File: src/rtl/uart_frame_rx_pkg.sv
// Shared constants for the UART frame decoder: FSM state encoding and default parameters.
package uart_frame_pkg;

    localparam int unsigned STATE_W          = 3;
    localparam int unsigned BYTE_W           = 8;
    localparam int unsigned MAX_LEN_DEF      = 16;
    localparam int unsigned TIMEOUT_CLKS_DEF = 10000;

    localparam logic [BYTE_W-1:0] SYNC_BYTE_DEF = 8'hA5;

    localparam logic [STATE_W-1:0] ST_HUNT    = 3'd0;
    localparam logic [STATE_W-1:0] ST_LEN     = 3'd1;
    localparam logic [STATE_W-1:0] ST_PAYLOAD = 3'd2;
    localparam logic [STATE_W-1:0] ST_CHECK   = 3'd3;
    localparam logic [STATE_W-1:0] ST_DRAIN   = 3'd4;

endpackage

File: src/rtl/uart_frame_rx_if.sv
// Byte-strobe input, payload valid/ready stream and frame status pulses of the frame decoder.
interface uart_frame_rx_if;
    import uart_frame_pkg::*;

    logic              i_rx_done;
    logic [BYTE_W-1:0] i_rx_data;
    logic [BYTE_W-1:0] o_data;
    logic              o_valid;
    logic              i_ready;
    logic              o_last;
    logic              o_frame_ok;
    logic              o_frame_err;
    logic              o_drop;
    logic              o_busy;

    // master: UART side plus payload consumer; slave: the decoder
    modport master (
        output i_rx_done, i_rx_data, i_ready,
        input  o_data, o_valid, o_last, o_frame_ok, o_frame_err, o_drop, o_busy
    );

    modport slave (
        input  i_rx_done, i_rx_data, i_ready,
        output o_data, o_valid, o_last, o_frame_ok, o_frame_err, o_drop, o_busy
    );

endinterface

File: src/rtl/uart_frame_rx_buf.sv
// Payload register file: one synchronous write port, one asynchronous read port.
module uart_frame_buf
    import uart_frame_pkg::*;
#(
    parameter int unsigned DEPTH = MAX_LEN_DEF,
    parameter int unsigned AW    = (DEPTH > 1) ? $clog2(DEPTH) : 1
) (
    input  logic              clk,
    input  logic              we_i,
    input  logic [AW-1:0]     waddr_i,
    input  logic [BYTE_W-1:0] wdata_i,
    input  logic [AW-1:0]     raddr_i,
    output logic [BYTE_W-1:0] rdata_o_c
);

    logic [BYTE_W-1:0] mem_q [DEPTH];

    always_ff @(posedge clk) begin
        if (we_i) begin
            mem_q[waddr_i] <= wdata_i;
        end
    end

    assign rdata_o_c = mem_q[raddr_i];

endmodule

File: src/rtl/uart_frame_rx.sv
// Sync/length/payload/XOR-checksum frame decoder releasing checked payload on a valid/ready stream.
// Optional inter-byte timeout enabled by defining UART_FRAME_TIMEOUT_EN.
module uart_frame_rx
    import uart_frame_pkg::*;
#(
    parameter int unsigned       MAX_LEN   = MAX_LEN_DEF,
    parameter logic [BYTE_W-1:0] SYNC_BYTE = SYNC_BYTE_DEF
`ifdef UART_FRAME_TIMEOUT_EN
    ,
    parameter int unsigned TIMEOUT_CLKS = TIMEOUT_CLKS_DEF
`endif
) (
    input logic            clk,
    input logic            reset_n,
    uart_frame_rx_if.slave bus
);

    localparam int unsigned AW = (MAX_LEN > 1) ? $clog2(MAX_LEN) : 1;

    logic [STATE_W-1:0] state_q, state_d;
    logic [BYTE_W-1:0]  len_q, len_d, idx_q, idx_d, csum_q, csum_d;
    logic [BYTE_W-1:0]  rd_idx_q, rd_idx_d, data_q, data_d;
    logic               last_q, last_d, valid_q, valid_d, busy_q, busy_d;
    logic               ok_q, ok_d, err_q, err_d, drop_q, drop_d;

    logic              rx_done, handshake, buf_we;
    logic [BYTE_W-1:0] rx_byte, buf_rdata;
    logic [AW-1:0]     buf_raddr;

    assign rx_done   = bus.i_rx_done;
    assign rx_byte   = bus.i_rx_data;
    assign handshake = valid_q & bus.i_ready;
    // Look ahead one entry so the registered output holds the byte being offered
    assign buf_raddr = (state_q == ST_DRAIN) ? AW'(rd_idx_q + 8'd1) : '0;

    uart_frame_buf #(.DEPTH(MAX_LEN), .AW(AW)) u_buf (
        .clk       (clk),
        .we_i      (buf_we),
        .waddr_i   (AW'(idx_q)),
        .wdata_i   (rx_byte),
        .raddr_i   (buf_raddr),
        .rdata_o_c (buf_rdata)
    );

`ifdef UART_FRAME_TIMEOUT_EN
    localparam int unsigned CNT_W = $clog2(TIMEOUT_CLKS);
    logic [CNT_W-1:0] idle_q, idle_d;
    logic             in_frame;
    assign in_frame = state_q inside {ST_LEN, ST_PAYLOAD, ST_CHECK};
`endif

    // Next-state and output logic
    always_comb begin
        state_d  = state_q;
        len_d    = len_q;
        idx_d    = idx_q;
        csum_d   = csum_q;
        rd_idx_d = rd_idx_q;
        data_d   = data_q;
        last_d   = last_q;
        valid_d  = valid_q;
        ok_d     = 1'b0;
        err_d    = 1'b0;
        drop_d   = 1'b0;
        buf_we   = 1'b0;
`ifdef UART_FRAME_TIMEOUT_EN
        idle_d   = '0;
`endif
        case (state_q)
            ST_HUNT: begin
                if (rx_done && rx_byte == SYNC_BYTE) state_d = ST_LEN;
            end
            ST_LEN: begin
                if (rx_done) begin
                    csum_d = rx_byte;
                    len_d  = rx_byte;
                    idx_d  = 8'd0;
                    if (rx_byte == 8'd0 || rx_byte > 8'(MAX_LEN)) begin
                        err_d   = 1'b1;
                        state_d = ST_HUNT;
                    end else begin
                        state_d = ST_PAYLOAD;
                    end
                end
            end
            ST_PAYLOAD: begin
                if (rx_done) begin
                    buf_we = 1'b1;
                    csum_d = csum_q ^ rx_byte;
                    idx_d  = 8'(idx_q + 8'd1);
                    if (8'(idx_q + 8'd1) == len_q) state_d = ST_CHECK;
                end
            end
            ST_CHECK: begin
                if (rx_done) begin
                    if (rx_byte == csum_q) begin
                        ok_d     = 1'b1;
                        valid_d  = 1'b1;
                        rd_idx_d = 8'd0;
                        data_d   = buf_rdata;
                        last_d   = (len_q == 8'd1);
                        state_d  = ST_DRAIN;
                    end else begin
                        err_d   = 1'b1;
                        state_d = ST_HUNT;
                    end
                end
            end
            ST_DRAIN: begin
                drop_d = rx_done;
                if (handshake) begin
                    if (last_q) begin
                        valid_d = 1'b0;
                        last_d  = 1'b0;
                        state_d = ST_HUNT;
                    end else begin
                        rd_idx_d = 8'(rd_idx_q + 8'd1);
                        data_d   = buf_rdata;
                        last_d   = (8'(rd_idx_q + 8'd1) == 8'(len_q - 8'd1));
                    end
                end
            end
            default: state_d = ST_HUNT;
        endcase
`ifdef UART_FRAME_TIMEOUT_EN
        // A byte arriving on the expiry cycle clears the counter and wins
        if (in_frame && !rx_done) begin
            if (idle_q == CNT_W'(TIMEOUT_CLKS - 1)) begin
                err_d   = 1'b1;
                state_d = ST_HUNT;
            end else begin
                idle_d = CNT_W'(idle_q + 1'b1);
            end
        end
`endif
        busy_d = (state_d != ST_HUNT);
    end

    // State and output registers
    always_ff @(posedge clk or negedge reset_n) begin
        if (!reset_n) begin
            state_q  <= ST_HUNT;
            len_q    <= '0;
            idx_q    <= '0;
            csum_q   <= '0;
            rd_idx_q <= '0;
            data_q   <= '0;
            last_q   <= 1'b0;
            valid_q  <= 1'b0;
            ok_q     <= 1'b0;
            err_q    <= 1'b0;
            drop_q   <= 1'b0;
            busy_q   <= 1'b0;
`ifdef UART_FRAME_TIMEOUT_EN
            idle_q   <= '0;
`endif
        end else begin
            state_q  <= state_d;
            len_q    <= len_d;
            idx_q    <= idx_d;
            csum_q   <= csum_d;
            rd_idx_q <= rd_idx_d;
            data_q   <= data_d;
            last_q   <= last_d;
            valid_q  <= valid_d;
            ok_q     <= ok_d;
            err_q    <= err_d;
            drop_q   <= drop_d;
            busy_q   <= busy_d;
`ifdef UART_FRAME_TIMEOUT_EN
            idle_q   <= idle_d;
`endif
        end
    end

    assign bus.o_data      = data_q;
    assign bus.o_last      = last_q;
    assign bus.o_valid     = valid_q;
    assign bus.o_frame_ok  = ok_q;
    assign bus.o_frame_err = err_q;
    assign bus.o_drop      = drop_q;
    assign bus.o_busy      = busy_q;

endmodule
File: src/flat_wrapper.sv
// flat-port wrapper written by rule: the top's interface ports become plain ports
module uart_frame_rx_flat import uart_frame_pkg::*;
#(
    parameter int unsigned       MAX_LEN   = MAX_LEN_DEF,
    parameter logic [BYTE_W-1:0] SYNC_BYTE = SYNC_BYTE_DEF

)
  (clk, reset_n, bus_i_rx_done, bus_i_rx_data, bus_i_ready, bus_o_data, bus_o_valid, bus_o_last, bus_o_frame_ok, bus_o_frame_err, bus_o_drop, bus_o_busy);
  uart_frame_rx_if bus_i ();
  input logic clk;
  input logic reset_n;
  input wire logic [$bits(bus_i.i_rx_done)-1:0] bus_i_rx_done;
  input wire logic [$bits(bus_i.i_rx_data)-1:0] bus_i_rx_data;
  input wire logic [$bits(bus_i.i_ready)-1:0] bus_i_ready;
  output wire logic [$bits(bus_i.o_data)-1:0] bus_o_data;
  output wire logic [$bits(bus_i.o_valid)-1:0] bus_o_valid;
  output wire logic [$bits(bus_i.o_last)-1:0] bus_o_last;
  output wire logic [$bits(bus_i.o_frame_ok)-1:0] bus_o_frame_ok;
  output wire logic [$bits(bus_i.o_frame_err)-1:0] bus_o_frame_err;
  output wire logic [$bits(bus_i.o_drop)-1:0] bus_o_drop;
  output wire logic [$bits(bus_i.o_busy)-1:0] bus_o_busy;
  assign bus_i.i_rx_done = bus_i_rx_done;
  assign bus_i.i_rx_data = bus_i_rx_data;
  assign bus_i.i_ready = bus_i_ready;
  assign bus_o_data = bus_i.o_data;
  assign bus_o_valid = bus_i.o_valid;
  assign bus_o_last = bus_i.o_last;
  assign bus_o_frame_ok = bus_i.o_frame_ok;
  assign bus_o_frame_err = bus_i.o_frame_err;
  assign bus_o_drop = bus_i.o_drop;
  assign bus_o_busy = bus_i.o_busy;
  uart_frame_rx #(.MAX_LEN(MAX_LEN), .SYNC_BYTE(SYNC_BYTE)) u_core (.clk(clk), .reset_n(reset_n), .bus(bus_i));
endmodule
File: config.mk
export PLATFORM = sky130hd
export DESIGN_NAME = uart_frame_rx_flat
export DESIGN_NICKNAME = d
export VERILOG_FILES = /design/src/rtl/uart_frame_rx_pkg.sv /design/src/rtl/uart_frame_rx_if.sv /design/src/rtl/uart_frame_rx_buf.sv /design/src/rtl/uart_frame_rx.sv /design/src/flat_wrapper.sv
export SDC_FILE = /design/constraint.sdc
export NUM_CORES = 1
export LEC_CHECK = 0
export ABC_AREA = 0
export BUFFER_PORTS_ARGS = -buffer_cell sky130_fd_sc_hd__buf_4
export CORE_ASPECT_RATIO = 0.5
export CORE_MARGIN = 4
export CORE_UTILIZATION = 40
export DETAILED_ROUTE_END_ITERATION = 16
export PLACE_DENSITY = 0.62
export SLEW_MARGIN = 20
export SYNTH_ARGS = -nofsm -noshare
export SYNTH_HDL_FRONTEND = slang
export SYNTH_SLANG_ARGS = --single-unit
File: constraint.sdc
create_clock -name clk -period 2.8 [get_ports clk]
set_clock_uncertainty 0.1 [all_clocks]
set_input_delay 0.56 -clock clk [delete_from_list [all_inputs] [get_ports clk]]
set_output_delay 0.56 -clock clk [all_outputs]
set_load 0.02 [all_outputs]
* Yosys cells after proc, flatten, opt, wreduce, memory -nomap -nowiden *
Memories as Yosys holds them, arrays and structs flattened.
Index checks and enable logic that the tools add are counted.

word-level totals
  bits in registers = 49
  bits in latches = 0
  RAM bits = 128
  ROM bits = 0
  input bits = 12
  memories kept = 1

operators by class
  $add $sub $neg = 3
  $mul = 0
  divide/modulo/power cells = 0
  magnitude comparators = 1
  equality and inequality tests = 16
  shifts and indexed selects = 0
  multiplexer cells = 50
  bitwise operators = 2
  reductions and logical operators = 12

memories
  name                words  width  rd ports  clocked after Yosys merged registers in  write ports  line                     source
  u_core.u_buf.mem_q  16     8      1         0                                        1            uart_frame_rx_buf.sv:16  logic [BYTE_W-1:0] mem_q [DEPTH];

operator list
  operator                                              number
  two-way mux 8 bit                                     12
  case mux 8 bit (2 select lines)                       4
  equality test 8 bit                                   3
  two-way mux 3 bit                                     8
  two-way mux 1 bit                                     20
  adder 8 x 1 -> 8 bit (second input constant)          2
  case mux 3 bit (5 select lines)                       1
  AND reduction 5 bit                                   2
  equality test 8 x 1 -> 1 bit (second input constant)  1
  equality test 8 bit (second input constant)           1
  > comparator 8 x 5 -> 1 bit (second input constant)   1
  zero test 8 bit                                       1
  != test 2 bit (second input constant)                 4
  subtractor 8 x 1 -> 8 bit (second input constant)     1
  bitwise XOR 8 bit                                     1
  equality test 3 x 2 -> 1 bit (second input constant)  2
  != test 2 x 1 -> 1 bit (second input constant)        3
  case mux 1 bit (2 select lines)                       3
  two-way mux 4 bit                                     1
  AND reduction 4 bit                                   1
  nonzero test 2 bit                                    2
  equality test 3 x 1 -> 1 bit (second input constant)  1
  equality test 3 bit (second input constant)           1
  zero test 3 bit                                       1
  7 further kinds                                       7

* Longest topological paths before layout *
  word-level depth = 6
  gate-level depth with buffers = 9
  gate-level depth less buffers = 7

* Modules after synthesis *
From an unflattened synthesis, not the netlist that was laid out.

second synthesis, totals
  cells, all modules = 519
  area, all modules = 7777.5 um^2

modules (own cells, without submodules)
  module          times used  cells each  area an instance (um^2)  sequential area each (um^2)
  uart_frame_buf  1           221         4987.3                   3843.7
  uart_frame_rx   1           298         2790.2                   1226.2

* Worst setup path after synthesis *
Ideal clock, no wire load.

  path type = register -> register
  from = register u_core.state_q[0]
  to = memory u_core.u_buf.mem_q[3][0] (enable)
  setup time = 0.395 ns
  data arrival time = 1.992 ns
  required time = 2.305 ns
  path slack = 0.314 ns
  cell stages (with the launch flop) = 5
  period minus slack after synthesis = 2.486 ns
  cell sequence = dfrtp_1 > buf_2 > or3_1 > clkbuf_1 > nor4_1

between the ends
  longest elaborated chain between the ends = 4

RTL lines
  what                                     line                     source
  start, declared                          uart_frame_rx.sv:20      logic [STATE_W-1:0] state_q, state_d;
  start signal, assigned                   uart_frame_rx.sv:158     state_q <= state_d;
  equality test 3 x 2 -> 1 bit             uart_frame_rx.sv:69      case (state_q)
  two-way mux 1 bit                        uart_frame_rx.sv:69
  two-way mux 1 bit                        uart_frame_rx_buf.sv:19  if (we_i) begin
  two-way mux 1 bit (not written as such)  uart_frame_rx_buf.sv:20  mem_q[waddr_i] <= wdata_i;
  end, declared                            uart_frame_rx_buf.sv:16

No other way between the ends.

* Final worst setup path *
  from = register u_core.rd_idx_q[1]
  to = register u_core.data_q[3], in the netlist u_core.bus.o_data[3]

between the ends
  longest elaborated chain between the ends = 6
  elaborated cells between the ends (all ways) = 8
  those cells by class = add/sub (1); mux (6); memory (1)

RTL lines
  what                                  line                                       source
  start, declared                       uart_frame_rx.sv:22                        logic [BYTE_W-1:0] rd_idx_q, rd_idx_d, data_q, data_d;
  start signal, assigned                uart_frame_rx.sv:162                       rd_idx_q <= rd_idx_d;
  adder 8 x 1 -> 8 bit (*)              uart_frame_rx.sv:34                        assign buf_raddr = (state_q == ST_DRAIN) ? AW'(rd_idx_q + 8'd1) : '0;
  two-way mux 4 bit (*)                 uart_frame_rx.sv:34
  memory (16 x 8 bit) (*)               n/a
  two-way mux 8 bit (on tied branches)  uart_frame_rx.sv:112, uart_frame_rx.sv:96
  two-way mux 8 bit (on tied branches)  uart_frame_rx.sv:111, uart_frame_rx.sv:95
  case mux 8 bit (2 select lines) (*)   uart_frame_rx.sv:69
  end signal, assigned                  uart_frame_rx.sv:163                       data_q <= data_d;
  end, declared                         uart_frame_rx.sv:22

Mark *: on every way between the ends. The rest lies on a longest branch, timed or not. The select of a mux whose other input is x is not followed.
A chain may end at the register's enable or synchronous reset.

==> results.json <==
{
  "cts_root_buf": "clkbuf_16",
  "p_leak_nw": 3.36,
  "syn_area_um2": 8220,
  "max_freq_mhz": 387,
  "gp_congestion": 0.821,
  "tritoncts": "built",
  "core_area_um2": 19800,
  "path_cells": "ha_1 -> buf_12 -> mux2_2 -> o21ai_0 -> a221oi_1 -> o31ai_1 -> o21ai_0",
  "critPathMaxFanout": 36,
  "syn2layout_area_growth_pct": 14.2,
  "htreeDepth": 4,
  "cts_resized": 0,
  "fin_crit_ps": 2580,
  "grt.total_usage_pct": 17.6,
  "final-hold-violation-count": 0,
  "antenna_found_initial": 0,
  "min_period_over_period_pct": 92.3,
  "viasPerCell": 5.56,
  "synth_edf_count": 128,
  "ys_ff_latch": 177,
  "hold_ws_ps": 65.9,
  "synthCells": 662,
  "setup_tns_ps": 0,
  "die-height_um": 109,
  "status": "completed",
  "firstDrtPassIters": 5,
  "stdcell_count": 971,
  "hold_class": "in -> async",
  "path_clk_slew_ps": 70,
  "ant_nets": 0,
  "rsz0062_at_grt": "no",
  "syn_nets": 681,
  "cp_slowest_cell": "ha_1",
  "synth_flop_cell": "edfxtp_1",
  "setup_viol": 0,
  "grt_pass1_wl_um": 30700,
  "crit_path_start_kind": "flop",
  "p_per_area_nw_per_um2": 566,
  "path_buf_inv": 1,
  "ioPinCount": 26,
  "grt_max_degree": 50,
  "worstSetupEndpointType": "flop",
  "yosysWarnings": 0,
  "rows": 36,
  "synthArstFlopShare_pct": 27.7,
  "synth_cell_type_count": 55,
  "slew_violations": 0,
  "peakVddDrop_uv": 404,
  "cts_inserted_buffers": 17,
  "synth_top_area_cell": "edfxtp_1",
  "num_antenna_cells": 0,
  "critPathKind": "reg -> reg",
  "initial_core_util_pct": 41.5,
  "drtIter0Drc": 520,
  "drc": 0,
  "synth-seq-area-share_pct": 61.7,
  "ctsHoldBuffers": 0,
  "fill_cells": 1775,
  "synth.top_cell.area_share_pct": 46.8,
  "path_delay_family": "compound AO/OA/AOI/OAI gates",
  "avgSynthCellArea_um2": 12.4,
  "post_cts_buffers": 0,
  "dp_cells": 939,
  "clkLatencyLatePin_ps": 430,
  "drv_cap": 0,
  "clockBufferDepth": 2,
  "hpwlAfterDp_um": 12700,
  "drive_gt1_share_pct": 18.0,
  "crit_required_ps": 3010,
  "p_total_w": 0.00531,
  "cp_common_cell": "o21ai_0",
  "grt-ovfl-total": 0,
  "dieWidth_um": 211,
  "synthTopCellsByArea": "edfxtp_1, dfrtp_1, mux2_2",
  "wl_um": 19300,
  "port_buffers": 25,
  "worstPathArrival_ps": 2790,
  "grt_pass1_vias": 5280,
  "maxSlewHeadroom_pct": 54.3,
  "worst_pin_slew_ps": 686,
  "cts_sinks": 177,
  "die_area_um2": 23000,
  "routedWlPerCell_um": 19.9,
  "nets": 711,
  "cpPeakStageDelay_ps": 570,
  "vias": 5401
}
## state kept, by name (all words and copies together) (netlist names)
| register | flops |
|---|---|
| u_core.len_q | 8 |
| u_core.bus.o_data | 8 |
| u_core.state_q | 3 |
| u_core.bus.o_busy | 1 |
| u_core.idx_q | 8 |
| u_core.bus.o_frame_ok | 1 |
| u_core.bus.o_valid | 1 |
| u_core.bus.o_last | 1 |
| u_core.u_buf.mem_q | 128 |
| u_core.bus.o_frame_err | 1 |
| u_core.rd_idx_q | 8 |
| u_core.csum_q | 8 |
| u_core.bus.o_drop | 1 |
## power by group
| group | internal, W | switching [W] | total [W] |
|---|---|---|---|
| Sequential | 0.00282 | 0.00000791 | 0.00282 |
| Combinational | 0.0000316 | 0.0000870 | 0.000119 |
| Clock | 0.00128 | 0.00108 | 0.00236 |
## cells by family after synthesis
group                    synth area share (%)
AND/OR/NAND/NOR                          13.4
flip-flops                               61.7
AO/OA/AOI/OAI                            10.1
buffers and inverters                    2.94
XOR/XNOR                                 4.92
multiplexers                             5.88
adder cells (fa/ha/maj)                  1.07
## cell usage in the layout (no fill, tap or decap), drive strengths merged, types with 2 or more instances in the layout
cell type | Yosys | routed
edfxtp | 128 | 128
nor2 | 59 | 59
buf | 18 | 55
dfrtp | 49 | 49
nand2 | 43 | 43
o21ai | 33 | 33
mux2 | 27 | 27
a21oi | 24 | 24
xnor2 | 23 | 23
nand3 | 22 | 22
xor2 | 21 | 21
a211oi | 20 | 20
clkbuf | 26 | 18
nor2b | 17 | 17
inv | 9 | 15
nor4 | 14 | 14
nor3 | 12 | 12
and2 | 12 | 12
and3 | 10 | 10
a31oi | 10 | 10
nand2b | 9 | 9
o22ai | 9 | 9
o221ai | 8 | 8
o31ai | 8 | 8
nor3b | 8 | 8
a221oi | 7 | 7
ha | 7 | 7
mux4 | 6 | 6
or3 | 4 | 4
mux2i | 4 | 4
clkinv | 0 | 4
clkinvlp | 0 | 3
nor4b | 2 | 2
## through the flow
| step | cell area (µm²) | util, % | worst slack, ps |
|---|---|---|---|
| final | 9380 | 47.3 | 215 |
| after global routing | 9380 | 47.3 | 113 |
| after CTS | 9380 | 47.3 | 284 |
| after detailed placement | 8790 | 44.4 | 255 |
| after global placement | 8790 | 44.4 | 291 |
| after floorplan | 8220 | - | 314 |
## cell usage after synthesis (20+ instances only)
cell        n
mux2_2     27
xnor2_1    23
nor2_1     59
clkbuf_1   24
nand2_1    41
a21oi_1    24
dfrtp_1    49
o21ai_0    30
edfxtp_1  128
xor2_1     20
nand3_1    21
a211oi_1   20
## final timing paths
kind,from,end,slack (ps),cells after the start
setup / recovery,u_core.rd_idx_q[1],u_core.bus.o_data[3],220,7
hold / removal,reset_n,u_core.csum_q[6],70,1
setup reg to reg,u_core.rd_idx_q[1],u_core.bus.o_data[3],220,7
hold reg to reg,u_core.bus.o_data[1],u_core.bus.o_data[1],390,2
max in group asynchronous,reset_n,u_core.rd_idx_q[4],2070,1
min in group clk,bus_i_rx_data[0],u_core.u_buf.mem_q[1][0],330,1
## final cells by class
type	instances	area (µm²)	share of cell area (%)
clock buffers	18	439	4.68
repair buffers	55	450	4.80
well taps	266	333	3.55
multi-input cells	432	2910	31.0
inverters	9	33.8	0.360
flip-flops and latches	177	5070	54.0
clock inverters	14	150	1.60
## per-layer routing
metal | routed length (µm) | vias to the layer above | track usage, %
met2 | 8760 | 158 | 26.5
met4 | 340 | 0 | 5.13
li1 | - | 2526 | -
met3 | 936 | 27 | 3.62
met5 | 0 | - | 0
met1 | 9290 | 2690 | 25.9
(Power assumes the default switching activity.)
